File: src/rtl/riscv_pkg.sv
// Shared core constants and types for the writeback path.
package riscv_pkg;

    localparam int unsigned RV_XLEN      = 32;
    localparam int unsigned RV_REG_AW    = 5;
    localparam int unsigned WB_AGE_W     = 2;
    localparam int unsigned WB_AGE_LIMIT = 3;

    typedef enum logic [1:0] {
        GntNone,
        GntAlu,
        GntLsu
    } wb_grant_e;

endpackage

File: src/rtl/wb_age_counter.sv
// Saturating count of consecutive cycles the ALU writeback request has been stalled.
module wb_age_counter
    import riscv_pkg::*;
#(
    parameter int unsigned AGE_LIMIT = WB_AGE_LIMIT
) (
    input  logic                clk,
    input  logic                rst,
    input  logic                flush,
    input  logic                alu_valid,
    input  logic                alu_ready,
    output logic [WB_AGE_W-1:0] age,
    output logic                age_sat
);

    localparam logic [WB_AGE_W-1:0] Limit = WB_AGE_W'(AGE_LIMIT);

    logic [WB_AGE_W-1:0] age_d, age_q;

    always_comb begin
        age_d = age_q;
        if (flush || !alu_valid || alu_ready) begin
            age_d = '0;
        end else if (age_q < Limit) begin
            age_d = age_q + 1'b1;
        end
    end

    always_ff @(posedge clk or posedge rst) begin
        if (rst) begin
            age_q <= '0;
        end else begin
            age_q <= age_d;
        end
    end

    assign age     = age_q;
    assign age_sat = (age_q >= Limit);

endmodule

File: src/rtl/wb_arbiter.sv
// Two-requester register-file writeback arbiter: LSU first, ALU once it has aged out.
module wb_arbiter
    import riscv_pkg::*;
#(
    parameter int unsigned XLEN      = RV_XLEN,
    parameter int unsigned AGE_LIMIT = WB_AGE_LIMIT
) (
    input  logic                 clk,
    input  logic                 rst,
    input  logic                 flush,
    input  logic                 alu_valid,
    input  logic [RV_REG_AW-1:0] alu_rd,
    input  logic [XLEN-1:0]      alu_wd,
    output logic                 alu_ready,
    input  logic                 lsu_valid,
    input  logic [RV_REG_AW-1:0] lsu_rd,
    input  logic [XLEN-1:0]      lsu_wd,
    output logic                 lsu_ready,
    output logic                 rf_we,
    output logic [RV_REG_AW-1:0] rf_rd,
    output logic [XLEN-1:0]      rf_wd,
    output logic [WB_AGE_W-1:0]  alu_age
);

    wb_grant_e            grant;
    logic                 age_sat;
    logic                 rf_we_d, rf_we_q;
    logic [RV_REG_AW-1:0] rf_rd_d, rf_rd_q;
    logic [XLEN-1:0]      rf_wd_d, rf_wd_q;

    wb_age_counter #(
        .AGE_LIMIT (AGE_LIMIT)
    ) u_age (
        .clk       (clk),
        .rst       (rst),
        .flush     (flush),
        .alu_valid (alu_valid),
        .alu_ready (alu_ready),
        .age       (alu_age),
        .age_sat   (age_sat)
    );

    always_comb begin
        grant = GntNone;
        if (!rst && !flush) begin
            if (alu_valid && (!lsu_valid || age_sat)) begin
                grant = GntAlu;
            end else if (lsu_valid) begin
                grant = GntLsu;
            end
        end
    end

    assign alu_ready = (grant == GntAlu);
    assign lsu_ready = (grant == GntLsu);

    // Address/data hold when idle; only the enable drops back to zero.
    always_comb begin
        rf_we_d = 1'b0;
        rf_rd_d = rf_rd_q;
        rf_wd_d = rf_wd_q;
        unique case (grant)
            GntAlu: begin
                rf_we_d = (alu_rd != '0);
                rf_rd_d = alu_rd;
                rf_wd_d = alu_wd;
            end
            GntLsu: begin
                rf_we_d = (lsu_rd != '0);
                rf_rd_d = lsu_rd;
                rf_wd_d = lsu_wd;
            end
            default: ;
        endcase
    end

    always_ff @(posedge clk or posedge rst) begin
        if (rst) begin
            rf_we_q <= 1'b0;
            rf_rd_q <= '0;
            rf_wd_q <= '0;
        end else begin
            rf_we_q <= rf_we_d;
            rf_rd_q <= rf_rd_d;
            rf_wd_q <= rf_wd_d;
        end
    end

    assign rf_we = rf_we_q;
    assign rf_rd = rf_rd_q;
    assign rf_wd = rf_wd_q;

endmodule
File: config.mk
export PLATFORM = sky130hd
export DESIGN_NAME = wb_arbiter
export DESIGN_NICKNAME = d
export VERILOG_FILES = /design/src/rtl/riscv_pkg.sv /design/src/rtl/wb_age_counter.sv /design/src/rtl/wb_arbiter.sv
export SDC_FILE = /design/constraint.sdc
export NUM_CORES = 1
export LEC_CHECK = 0
export CORE_ASPECT_RATIO = 1.25
export CORE_MARGIN = 2
export CORE_UTILIZATION = 58
export CTS_BUF_LIST = sky130_fd_sc_hd__clkbuf_8
export CTS_CLUSTER_DIAMETER = 120
export DETAILED_ROUTE_END_ITERATION = 16
export DONT_BUFFER_PORTS = 1
export GPL_TIMING_DRIVEN = 0
export PLACE_DENSITY = 0.76
export SYNTH_ARGS = -nofsm -noshare
export SYNTH_HDL_FRONTEND = slang
export SYNTH_HIERARCHICAL = 1
export SYNTH_SLANG_ARGS = --single-unit
File: constraint.sdc
create_clock -name clk -period 4.2 [get_ports clk]
set_clock_uncertainty 0.05 [all_clocks]
set_input_delay 0.84 -clock clk [delete_from_list [all_inputs] [get_ports clk]]
set_output_delay 0.84 -clock clk [all_outputs]
set_load 0.02 [all_outputs]
==> out/qor.yml <==
cells_and_area:
  area_delta_synth_final_pct: 8.97
  instances_no_fill: 231
  drive_above_1_share: 0.0825
  antennaDiodeCount: 0
  fin_util: 0.656
  nets: 276
  fin_area_sq_um: 2100
run_status:
  outcome: "complete, no violations"
worst_setup_path:
  startpoint_type: "flop"
  critPathCaptureType: "output pin"
  slowest_stage: "dfrtp_1"
  crit_path_end: "alu_ready"
  ff2ff_path_depth: 8
  r2r_start: "u_age/age[0]"
  r2r_slack_ns: 1.87
  critPathLaunch: "u_age/age[0]"
  cp.arrival_ns: 1.72
  critPathMaxFanout: 4
  crit_type: "flop to output pin"
  worstPathRequired_ns: 3.31
  critPathMaxStageDelay_ns: 0.50
  crit_chain: "ha_1 > nand2b_1 > nand3_1 > inv_1 > ha_1"
  r2r-end: "rf_wd[14]"
  crit_top_cell: "ha_1"
sta:
  max_slew_margin: 0.489
  final-setup-viol-count: 0
  timing.fmax_ghz: 0.384
  rsz0062_at_grt: "false"
  worstMarginPinSlew_ns: 0.765
  fin_tns_setup_ns: 0
  finalMaxSlewViolations: 0
  hold_violations: 0
  period_needed_ns: 2.61
  final.period_utilization: 0.620
synth:
  yosysSeqAreaShare: 0.520
  synth_area_leader_cell: "dfrtp_1"
  yosys-top-cells-area: "dfrtp_1 (52%), mux2i_1 (20%), o21ai_0 (9.6%), nand2_1 (7.4%), ha_1 (2.6%)"
  synth.avg_cell_area_sq_um: 10.3
  syn_inst: 186
  syn_area_sq_um: 1920
  syn_nets: 269
  yosysWarnings: 6
  synth_cell_types: 18
  synth_top_area_frac: 0.520
  ys_ff_latch: 40
global_routing:
  grt_start_max_net_pins: 39
  grt_util_all_layers: 0.216
  grt_pass1_vias: 1424
  grt-ovfl-total: 0
  antenna_found_initial: 0
  grt_first_pass_wirelength_um: 6290
floorplanning:
  start_util: 0.602
  dieArea_sq_um: 3800
  row_count: 23
  io_pins: 121
  core_area_sq_um: 3190
  die_h_um: 68.4
  die_x_um: 55.5
cts:
  cts_tree: "built"
  cts.repair.resized: 0
  cts-htree-levels: 2
  clock_path_buffers: 2
  hold_buffers: 0
  cts_root_buf: "clkbuf_8"
  cts_setup_buffers: 0
  numCtsBuffers: 5
  clkLatencyLatePin_ns: 0.28
  clk_pin_slew_ns: 0.07
  cts.sinks: 40
detailed_routing:
  route.vias.total: 1357
  vias_per_cell: 5.87
  antenna_left: 0
  first_pass_iters: 4
  drc_errors: 0
  wl_um: 4020
  drt_iter0_markers: 51
  wl_per_cell_um: 17.4
placed_design:
  placed_cells: 223
  dpl.hpwl_um: 3110
  port_buffers: 0
  routabilityCongestion: 0.823
  dpl_cell_area_sq_um: 1970
worst_hold_path:
  holdCritPathClass: "input port to async pin"
power_and_ir_drop:
  fin_total_pwr_uw: 1070
  p_leak_uw: 0.000931
  power.density_nw_per_um2: 512
  max-vdd-ir-drop_uv: 334
run:
  maxCapViolCount: 0
-- power by group --
group	switching (uW)	internal, uW	leakage (uW)
Combinational	68.0	52.2	0.000366
Sequential	154	461	0.000501
Clock	128	210	0.0000645
Total	350	723	0.000931
-- synthesized netlist by cell type --
| master | instances |
|---|---|
| dfrtp_1 | 40 |
| mux2i_1 | 38 |
| nand2_1 | 38 |
| nand3_1 | 2 |
| o21ai_1 | 2 |
| a21oi_1 | 1 |
| or4_1 | 2 |
| buf_2 | 3 |
| clkbuf_1 | 5 |
| inv_1 | 4 |
| nor2_1 | 3 |
| buf_4 | 1 |
| nand2b_1 | 1 |
| ha_1 | 4 |
| or3b_1 | 1 |
| buf_6 | 3 |
| xor2_1 | 1 |
| o21ai_0 | 37 |
-- critical path, delay by kind of cell, from the launching register on --
kind,cells,cell delay [ns]
adders and majority gates,2,0.60
buffers and inverters,1,0.08
DFF,1,0.50
and+or+nand+nor,2,0.25
-- cell type report --
type,count,area [sq um]
inverters,4,15.0
plain buffers,12,75.1
fillers,258,1100
clock buffers,7,96.3
flip-flops and latches,40,1000
well taps,37,46.3
multi-input cells,130,833
clock inverters,1,30.0
-- cells by family after synthesis --
family / share of synthesized area
flops: 0.520
compound gates: 0.104
xor+xnor: 0.00455
buf+inv: 0.0468
simple gates: 0.101
fa+ha+maj: 0.0260
mux: 0.198
-- metrics by stage --
step                      hold slack, ns  setup slack [ns]
after floorplan                    0.531              1.89
after global placement             0.533              1.82
after detailed placement           0.537              1.76
after CTS                          0.231              1.56
after global routing               0.235              1.43
final                              0.240              1.59
-- flip-flops by register name, summed over array words and instances (netlist names) --
signal,cells
rf_we,1
rf_wd,32
rf_rd,5
u_age/age,2
-- worst min-delay path by stage --
stage | cells past startpoint | end | startpoint
floorplan | 1 | u_age/age[0] | rst
global placement | 1 | u_age/age[1] | rst
detailed placement | 1 | u_age/age[1] | rst
CTS | 1 | u_age/age[1] | rst
global route | 1 | u_age/age[1] | rst
finish | 1 | u_age/age[0] | rst
-- routing by layer --
layer / vias to the layer above / share of wire / GRT usage
met3: 2 / 0.085 / 0.0775
li1: 649 / - / -
met1: 631 / 0.39 / 0.238
met2: 75 / 0.52 / 0.387
met4: 0 / 0.0050 / 0.0823
met5: - / 0 / 0
-- layout by cell type, fill, tap and decap left out, types with 3 or more instances in the layout --
cell type and count:
dfrtp_1 40, mux2i_1 38, clkbuf_1 5, buf_6 3, clkbuf_8 7, nor2_1 3
ha_1 4, inv_1 3, nand2_1 38, buf_2 3, o21ai_0 37
(Power assumes the default switching activity.)
